`config.mk`:
```
export PLATFORM = sky130hd
export DESIGN_NAME = ads869x_cfg_sequencer_flat
export DESIGN_NICKNAME = d
export VERILOG_FILES = /design/src/rtl/ads869x_cfg_sequencer_if.sv /design/src/rtl/ads869x_cfg_sequencer.sv /design/src/flat_wrapper.sv
export SDC_FILE = /design/constraint.sdc
export NUM_CORES = 1
export LEC_CHECK = 0
export CAP_MARGIN = 10
export CORE_MARGIN = 2
export CORE_UTILIZATION = 31
export CTS_BUF_LIST = sky130_fd_sc_hd__clkbuf_4 sky130_fd_sc_hd__clkbuf_8 sky130_fd_sc_hd__clkbuf_16
export DETAILED_ROUTE_END_ITERATION = 6
export SYNTH_ARGS = -nofsm -noshare
export SYNTH_HDL_FRONTEND = slang
export SYNTH_SLANG_ARGS = --single-unit
```
`constraint.sdc`:
```
create_clock -name i_clock -period 5.36 [get_ports i_clock]
set_clock_uncertainty 0.05 [all_clocks]
set_input_delay 0.804 -clock i_clock [delete_from_list [all_inputs] [get_ports i_clock]]
set_output_delay 0.804 -clock i_clock [all_outputs]
set_load 0.01 [all_outputs]
```
`src/rtl/ads869x_cfg_sequencer_if.sv`:
```
// Frame handshake between the ADS869x config sequencer (master) and the SPI engine (slave).
// Outbound 32-bit command frames on valid/ready; inbound SDO word with a completion pulse.
interface ads869x_cfg_sequencer_if;
    logic [31:0] frame_data;
    logic        frame_valid;
    logic        frame_ready;
    logic [31:0] rx_data;
    logic        rx_valid;

    modport master (
        output frame_data,
        output frame_valid,
        input  frame_ready,
        input  rx_data,
        input  rx_valid
    );

    modport slave (
        input  frame_data,
        input  frame_valid,
        output frame_ready,
        output rx_data,
        output rx_valid
    );
endinterface

```
`src/rtl/ads869x_cfg_sequencer.sv`:
```
// Walks the ADS869x register table, issuing write (and optional read/NOP verify) SPI frames.
// First frame two cycles after start; frames held until frame_ready, one frame outstanding at a time.
module ads869x_cfg_sequencer #(
    parameter int N_ENTRIES = 2,
    parameter bit VERIFY    = 1'b1,
    parameter int RETRY_MAX = 3
) (
    input  logic                           i_clock,
    input  logic                           i_reset_n,
    input  logic                           i_start,
    input  logic [3:0]                     i_range_sel,
    input  logic                           i_int_ref_dis,
    input  logic [2:0]                     i_test_pattern,
    ads869x_cfg_sequencer_if.master        if_spi,
    output logic                           o_busy,
    output logic                           o_done,
    output logic                           o_error,
    output logic [1:0]                     o_entry_idx
);

    localparam logic [6:0] CMD_WRITE = 7'b1101000;
    localparam logic [6:0] CMD_READ  = 7'b1100100;
    localparam logic [1:0] LAST_IDX  = 2'(N_ENTRIES - 1);
    localparam logic [2:0] RETRY_LIM = 3'(RETRY_MAX);

    typedef enum logic [3:0] {
        S_IDLE, S_LOAD, S_WR_SEND, S_WR_WAIT, S_RD_SEND, S_RD_WAIT,
        S_NOP_SEND, S_NOP_WAIT, S_CHECK, S_NEXT, S_FINISH
    } state_t;

    state_t      r_state;
    logic [1:0]  r_entry_idx;
    logic [2:0]  r_retry_cnt;
    logic [3:0]  r_range_sel;
    logic        r_int_ref_dis;
    logic [2:0]  r_test_pattern;
    logic [31:0] r_frame_data;
    logic        r_frame_valid;
    logic        r_busy;
    logic        r_done;
    logic        r_error;
    logic [15:0] r_rd_val;

    logic [8:0]  w_addr;
    logic [15:0] w_data;
    logic        w_unused_rx_lo;

    // Readback only carries the register value in the upper half of the SDO word.
    assign w_unused_rx_lo = ^if_spi.rx_data[15:0];

    always_comb begin
        w_addr = 9'h014;
        w_data = {9'd0, r_int_ref_dis, 2'b00, r_range_sel};
        case (r_entry_idx)
            2'd1: begin
                w_addr = 9'h010;
                w_data = {13'd0, r_test_pattern};
            end
            2'd2: begin
                w_addr = 9'h00C;
                w_data = 16'h0000;
            end
            2'd3: begin
                w_addr = 9'h008;
                w_data = 16'h0000;
            end
            default: ;
        endcase
    end

    always_ff @(posedge i_clock or negedge i_reset_n) begin
        if (!i_reset_n) begin
            r_state        <= S_IDLE;
            r_entry_idx    <= 2'd0;
            r_retry_cnt    <= 3'd0;
            r_range_sel    <= 4'd0;
            r_int_ref_dis  <= 1'b0;
            r_test_pattern <= 3'd0;
            r_frame_data   <= 32'h0;
            r_frame_valid  <= 1'b0;
            r_busy         <= 1'b0;
            r_done         <= 1'b0;
            r_error        <= 1'b0;
            r_rd_val       <= 16'h0;
        end else begin
            r_done <= 1'b0;
            case (r_state)
                S_IDLE: begin
                    if (i_start) begin
                        r_range_sel    <= i_range_sel;
                        r_int_ref_dis  <= i_int_ref_dis;
                        r_test_pattern <= i_test_pattern;
                        r_error        <= 1'b0;
                        r_busy         <= 1'b1;
                        r_entry_idx    <= 2'd0;
                        r_retry_cnt    <= 3'd0;
                        r_state        <= S_LOAD;
                    end
                end
                S_LOAD: begin
                    r_frame_data  <= {CMD_WRITE, w_addr, w_data};
                    r_frame_valid <= 1'b1;
                    r_state       <= S_WR_SEND;
                end
                S_WR_SEND: begin
                    if (if_spi.frame_ready) begin
                        r_frame_valid <= 1'b0;
                        r_state       <= S_WR_WAIT;
                    end
                end
                S_WR_WAIT: begin
                    if (if_spi.rx_valid) begin
                        if (VERIFY) begin
                            r_frame_data  <= {CMD_READ, w_addr, 16'h0000};
                            r_frame_valid <= 1'b1;
                            r_state       <= S_RD_SEND;
                        end else begin
                            r_state <= S_NEXT;
                        end
                    end
                end
                S_RD_SEND: begin
                    if (if_spi.frame_ready) begin
                        r_frame_valid <= 1'b0;
                        r_state       <= S_RD_WAIT;
                    end
                end
                S_RD_WAIT: begin
                    // The read result is shifted out during the following frame.
                    if (if_spi.rx_valid) begin
                        r_frame_data  <= 32'h0;
                        r_frame_valid <= 1'b1;
                        r_state       <= S_NOP_SEND;
                    end
                end
                S_NOP_SEND: begin
                    if (if_spi.frame_ready) begin
                        r_frame_valid <= 1'b0;
                        r_state       <= S_NOP_WAIT;
                    end
                end
                S_NOP_WAIT: begin
                    if (if_spi.rx_valid) begin
                        r_rd_val <= if_spi.rx_data[31:16];
                        r_state  <= S_CHECK;
                    end
                end
                S_CHECK: begin
                    if (r_rd_val == w_data) begin
                        r_state <= S_NEXT;
                    end else if (r_retry_cnt < RETRY_LIM) begin
                        r_retry_cnt <= r_retry_cnt + 3'd1;
                        r_state     <= S_LOAD;
                    end else begin
                        r_error <= 1'b1;
                        r_done  <= 1'b1;
                        r_state <= S_FINISH;
                    end
                end
                S_NEXT: begin
                    r_retry_cnt <= 3'd0;
                    if (r_entry_idx == LAST_IDX) begin
                        r_done  <= 1'b1;
                        r_state <= S_FINISH;
                    end else begin
                        r_entry_idx <= r_entry_idx + 2'd1;
                        r_state     <= S_LOAD;
                    end
                end
                S_FINISH: begin
                    r_busy      <= 1'b0;
                    r_entry_idx <= 2'd0;
                    r_state     <= S_IDLE;
                end
                default: r_state <= S_IDLE;
            endcase
        end
    end

    assign if_spi.frame_data  = r_frame_data;
    assign if_spi.frame_valid = r_frame_valid;
    assign o_busy             = r_busy;
    assign o_done             = r_done;
    assign o_error            = r_error;
    assign o_entry_idx        = r_entry_idx;

endmodule
```
`src/flat_wrapper.sv`:
```
// flat-port wrapper written by rule: the top's interface ports become plain ports
module ads869x_cfg_sequencer_flat 
#(
    parameter int N_ENTRIES = 2,
    parameter bit VERIFY    = 1'b1,
    parameter int RETRY_MAX = 3
)
  (i_clock, i_reset_n, i_start, i_range_sel, i_int_ref_dis, i_test_pattern, o_busy, o_done, o_error, o_entry_idx, if_spi_frame_data, if_spi_frame_valid, if_spi_frame_ready, if_spi_rx_data, if_spi_rx_valid);
  ads869x_cfg_sequencer_if if_spi_i ();
  input  logic i_clock;
  input  logic i_reset_n;
  input  logic i_start;
  input  logic [3:0] i_range_sel;
  input  logic i_int_ref_dis;
  input  logic [2:0] i_test_pattern;
  output logic o_busy;
  output logic o_done;
  output logic o_error;
  output logic [1:0] o_entry_idx;
  output wire logic [$bits(if_spi_i.frame_data)-1:0] if_spi_frame_data;
  output wire logic [$bits(if_spi_i.frame_valid)-1:0] if_spi_frame_valid;
  input wire logic [$bits(if_spi_i.frame_ready)-1:0] if_spi_frame_ready;
  input wire logic [$bits(if_spi_i.rx_data)-1:0] if_spi_rx_data;
  input wire logic [$bits(if_spi_i.rx_valid)-1:0] if_spi_rx_valid;
  assign if_spi_frame_data = if_spi_i.frame_data;
  assign if_spi_frame_valid = if_spi_i.frame_valid;
  assign if_spi_i.frame_ready = if_spi_frame_ready;
  assign if_spi_i.rx_data = if_spi_rx_data;
  assign if_spi_i.rx_valid = if_spi_rx_valid;
  ads869x_cfg_sequencer #(.N_ENTRIES(N_ENTRIES), .VERIFY(VERIFY), .RETRY_MAX(RETRY_MAX)) u_core (.i_clock(i_clock), .i_reset_n(i_reset_n), .i_start(i_start), .i_range_sel(i_range_sel), .i_int_ref_dis(i_int_ref_dis), .i_test_pattern(i_test_pattern), .if_spi(if_spi_i), .o_busy(o_busy), .o_done(o_done), .o_error(o_error), .o_entry_idx(o_entry_idx));
endmodule
```
# == After elaboration in Yosys (flattened, before gate mapping) ==
# Index checks and enable logic that the tools add are counted.
# totals
regBits,69
latchBits,0
mem_bits_rw,0
romBits,0
in_bits,45
out_inout_bits,38
word_cells,97
mem_count,0
# op_classes
add_sub_neg,2
multipliers,0
div_mod_pow,0
magnitude_cmp,1
n_eq_ne,27
n_shift,0
n_mux,36
bitwise,0
n_reduce_logical,19
# op_table
operator,count
32-bit case mux with 3 select lines,1
32-bit 2-to-1 mux,2
4-bit 2-to-1 mux,10
4-bit case mux with 10 select lines,1
2-bit != test (second input constant),10
16-bit by 7-bit equality test with 1-bit output,1
4-bit by 3-bit equality test with 1-bit output (second input constant),4
5-bit case mux with 3 select lines,1
7-bit case mux with 2 select lines,1
4-bit equality test (second input constant),3
3-bit nonzero test,4
1-bit 2-to-1 mux,9
3-bit 2-to-1 mux,3
3-bit case mux with 3 select lines,1
3-bit AND reduction,3
4-bit by 2-bit equality test with 1-bit output (second input constant),2
4-bit AND reduction,2
7-bit AND reduction,1
2-bit by 1-bit != test with 1-bit output (second input constant),3
1-bit case mux with 2 select lines,3
2-bit case mux with 3 select lines,1
2-bit AND reduction,3
2-bit equality test (second input constant),2
4-bit by 1-bit equality test with 1-bit output (second input constant),1
10 further kinds,13

# == Longest topological paths before layout ==
# logic_depth
depth_word,6
depth_mapped,8
mapped_depth_nobuf,7

# == Worst setup path before layout ==
# Ideal clock, no wire load.
# synth_timing
path_type,register to register
startpoint,"reg u_core.r_entry_idx[0], in the netlist u_core.o_entry_idx[0]"
endpoint,reg u_core.r_retry_cnt[2]
setup_ps,121
t_arrival_ps,2077
required_ps,5189
slack_ps,3112
path_stages_with_launch,8
n_path_buf,0
synth_period_minus_slack_ps,2248
path_cell_list,dfrtp_1 inv_1 ha_1 and2_2 or3_4 a221oi_4 a21oi_2 a32o_2
# synth_between
elab_chain_len,6
elab_cells_between_ends,8
classes_between,eq/ne: 5; mux: 1; reduce/logical: 2
# synth_lines
element,line,source
start: declaration,ads869x_cfg_sequencer.sv:32,logic [1:0] r_entry_idx;
start signal: assignment,ads869x_cfg_sequencer.sv:166,r_entry_idx <= r_entry_idx + 2'd1;
2-bit equality test,ads869x_cfg_sequencer.sv:54,case (r_entry_idx)
2-bit OR reduction (no source line),-,
7-bit case mux with 2 select lines (*),ads869x_cfg_sequencer.sv:54,
16-bit by 7-bit equality test with 1-bit output (*),ads869x_cfg_sequencer.sv:149,if (r_rd_val == w_data) begin
2-bit != test (no source line) (*),-,
4-bit AND reduction (no source line) (*),-,
end signal: assignment,ads869x_cfg_sequencer.sv:152,r_retry_cnt <= r_retry_cnt + 3'd1;
end: declaration,ads869x_cfg_sequencer.sv:33,logic [2:0] r_retry_cnt;
# Every way passes the cells marked *; elsewhere a longest branch is shown, timed or not.
# A chain may end at the register's enable or synchronous reset.

# == Worst setup path after layout ==
# Same ends and word-level chain as after synthesis.

==> flow_summary.toml <==
[setup_path]
cp-end-kind = "register"
start_kind = "register"
crit_arrival_ns = 2.58
crit_type = "reg2reg"
crit_fanout = 7
cp_data_required_time_ns = 5.50

[logic_synthesis]
synth.distinct_cells = 46
synth-seq-area-share_pct = 47.78
async_flop_share_pct = 100.0
ys_warn_count = 0
synthFlopType = "dfrtp_1"
synth_edf_count = 0
syn_area_per_cell_um2 = 10.70
syn_inst = 235
synth_area_um2 = 2514
ys_ff_latch = 48

[pwr]
ir_drop_v = 0.0001966
swShare_pct = 36.29
p_seq_share_pct = 40.3
total_leakage_power_nw = 1.365
clkPwrFrac_pct = 15.9
p_comb_share_pct = 43.8
p_int_mw = 1.037
power_density_nw_per_um2 = 526.5
power_switching_mw = 0.5907

[clock_tree]
ctsResizeCount = 0
cts_root_buf = "clkbuf_8"
h-tree-depth = 2
cts_hold_buf = 0
cts_setup_buffers = 0
cts_buffers = 5
cts.sinks = 48
clock_latency_ns = 0.30
cts_buffer_depth = 2
path_clk_slew_ns = 0.09
cts_tree = "built"

[sta]
rsz0062_at_grt = "false"
setup_viol = 0
fin_crit_ns = 2.439
hold_violations = 0
tightest_slew_ns = 1.078
period_share_pct = 45.50
hold_ws_ns = 0.4291
slew_viol_final = 0
max_freq_mhz = 410.0
slew_headroom_pct = 28.14
tns_ns = 0

[route]
drt_wl_total_um = 5061
top_layer = "met4"
wire_per_inst_um = 13.21
vias_per_cell = 4.744
ant_nets = 0
drt-initial-drc-count = 84
firstDrtPassIters = 4
drt-met1-wl_um = 2318
vias = 1817
met3_length_um = 404
drcViolationCount = 0
wl_met2_um = 2304

[floorplanning]
core_area_um2 = 7807
ioPinCount = 83
die_w_um = 94.05
fp.dieH_um = 94.05
start_util_pct = 32.20
placementRows = 32
die_area_um2 = 8844

[run_status]
status = "finished clean"

[final_layout]
nNetsFinal = 331
layout_commonest_cell = "dfrtp_1"
syn2layout_area_growth_pct = 23.00
final_cell_mix = "dfrtp_1, clkdlybuf4s50_1, mux2_2, nand2_1, conb_1"
antenna_cells = 0
drive_above_1_share_pct = 16.73

[global_route]
grt_use_total_pct = 12.04
grt_pass1_wl_um = 8321
antenna_found_initial = 0
grt_max_degree = 49
grt.overflow.total = 0
grt_pass1_vias = 1723

[hold_path]
hold_class = "reg2reg"

[placement]
gp_congestion = 0.8240
port_buffers = 46
dpl.hpwl_um = 3719

[job]
maxCapViolCount = 0
-- power by group through the flow --
stage | Sequential, mW | Clock [mW] | Combinational (mW)
after detailed placement | 0.665 | 0 | 0.719
after global routing | 0.685 | 0.283 | 0.797
final | 0.656 | 0.259 | 0.713
after global placement | 0.660 | 0 | 0.703
after floorplan | 0.628 | 0 | 0.526
after CTS | 0.658 | 0.272 | 0.720
-- cell type report --
class / count / area [um^2]
Clock buffer: 5 / 68.82
Clock inverter: 3 / 42.54
Fill cell: 778 / 4716
Inverter: 6 / 22.52
Multi-Input combinational cell: 172 / 1166
Sequential cell: 48 / 1201
Tap cell: 102 / 127.6
Timing Repair Buffer: 47 / 462.9
-- metrics by stage --
stage,area [um^2],util [%],worst slack (ns),std cells,power (mW)
finish,3092,39.60,2.921,383,1.628
global route,3092,39.60,2.796,383,1.765
CTS,3092,39.60,2.914,383,1.650
detailed placement,2980,38.17,2.686,375,1.384
global placement,2980,38.17,2.690,375,1.363
floorplan,2585,-,3.112,254,1.154
-- worst max-delay path: stages, from the launching register on --
cell and delay (ns):
dfrtp_1 0.45, inv_1 0.12, ha_1 0.31, and2_2 0.24
or3_4 0.37, a221oi_4 0.37, a21oi_2 0.13, a32o_2 0.28
-- path summary, 6_finish.rpt --
check / startpoint / cells after the start / slack [ns] / to
setup / recovery: u_core.o_entry_idx[0] / 7 / 2.92 / u_core.r_retry_cnt[2]
hold / removal: u_core.if_spi.frame_valid / 2 / 0.43 / u_core.if_spi.frame_valid
setup reg to reg: u_core.o_entry_idx[0] / 7 / 2.92 / u_core.r_retry_cnt[2]
hold reg to reg: u_core.if_spi.frame_valid / 2 / 0.43 / u_core.if_spi.frame_valid
max in group asynchronous: i_reset_n / 1 / 3.94 / u_core.if_spi.frame_data[0]
min in group asynchronous: i_reset_n / 1 / 0.64 / u_core.r_rd_val[10]
-- state kept, by name (all words and copies together) (netlist names) --
register and cells:
u_core.o_error 1, u_core.o_entry_idx 2, u_core.r_test_pattern 3, u_core.r_retry_cnt 3
u_core.o_busy 1, u_core.r_rd_val 16, u_core.o_done 1, u_core.r_int_ref_dis 1
u_core.r_range_sel 4, u_core.if_spi.frame_data 11, u_core.if_spi.frame_valid 1, u_core.r_state 4
-- synth_stat cells (2+ instances only) --
cell type | count | area (um^2)
o22ai_1 | 2 | 12.51
a22o_1 | 4 | 35.03
nand2_1 | 23 | 86.33
o211ai_1 | 2 | 15.01
ha_1 | 6 | 75.07
inv_1 | 6 | 22.52
a21oi_1 | 12 | 60.06
dfrtp_1 | 48 | 1201
mux2_2 | 24 | 270.3
a21o_1 | 4 | 30.03
a21boi_0 | 2 | 15.01
or2_2 | 2 | 12.51
a32o_1 | 2 | 20.02
and2b_2 | 2 | 17.52
buf_2 | 3 | 15.01
o31ai_1 | 2 | 15.01
nor3_1 | 4 | 20.02
nand3b_1 | 4 | 30.03
nor2_1 | 13 | 48.80
nor2b_1 | 2 | 12.51
nand2b_1 | 3 | 18.77
buf_4 | 21 | 157.7
nand3_1 | 5 | 25.02
clkbuf_1 | 3 | 11.26
a21bo_2 | 3 | 30.03
nor4_1 | 2 | 12.51
mux2i_1 | 2 | 20.02
o21ai_0 | 11 | 55.05
-- per-layer routing --
layer	vias up	track usage (%)
met5	-	0
met4	0	3.382
met3	4	4.093
met2	63	18.57
met1	868	16.11
li1	882	-
-- logic make-up (layout without fill, tap and decap cells) --
family | count (synthesis) | in the layout | share of synthesized area, %
AOI/OAI and AO/OA | 51 | 51 | 14.73
xor gates and xnor gates | 1 | 1 | 0.3485
adders and majority gates | 6 | 6 | 2.986
buffers and inverters | 34 | 61 | 8.661
DFF | 48 | 48 | 47.78
muxes | 26 | 26 | 11.55
other | 1 | 20 | 0.1492
and+or+nand+nor | 68 | 68 | 13.79
Note: power is estimated with default switching activity, not from simulation.
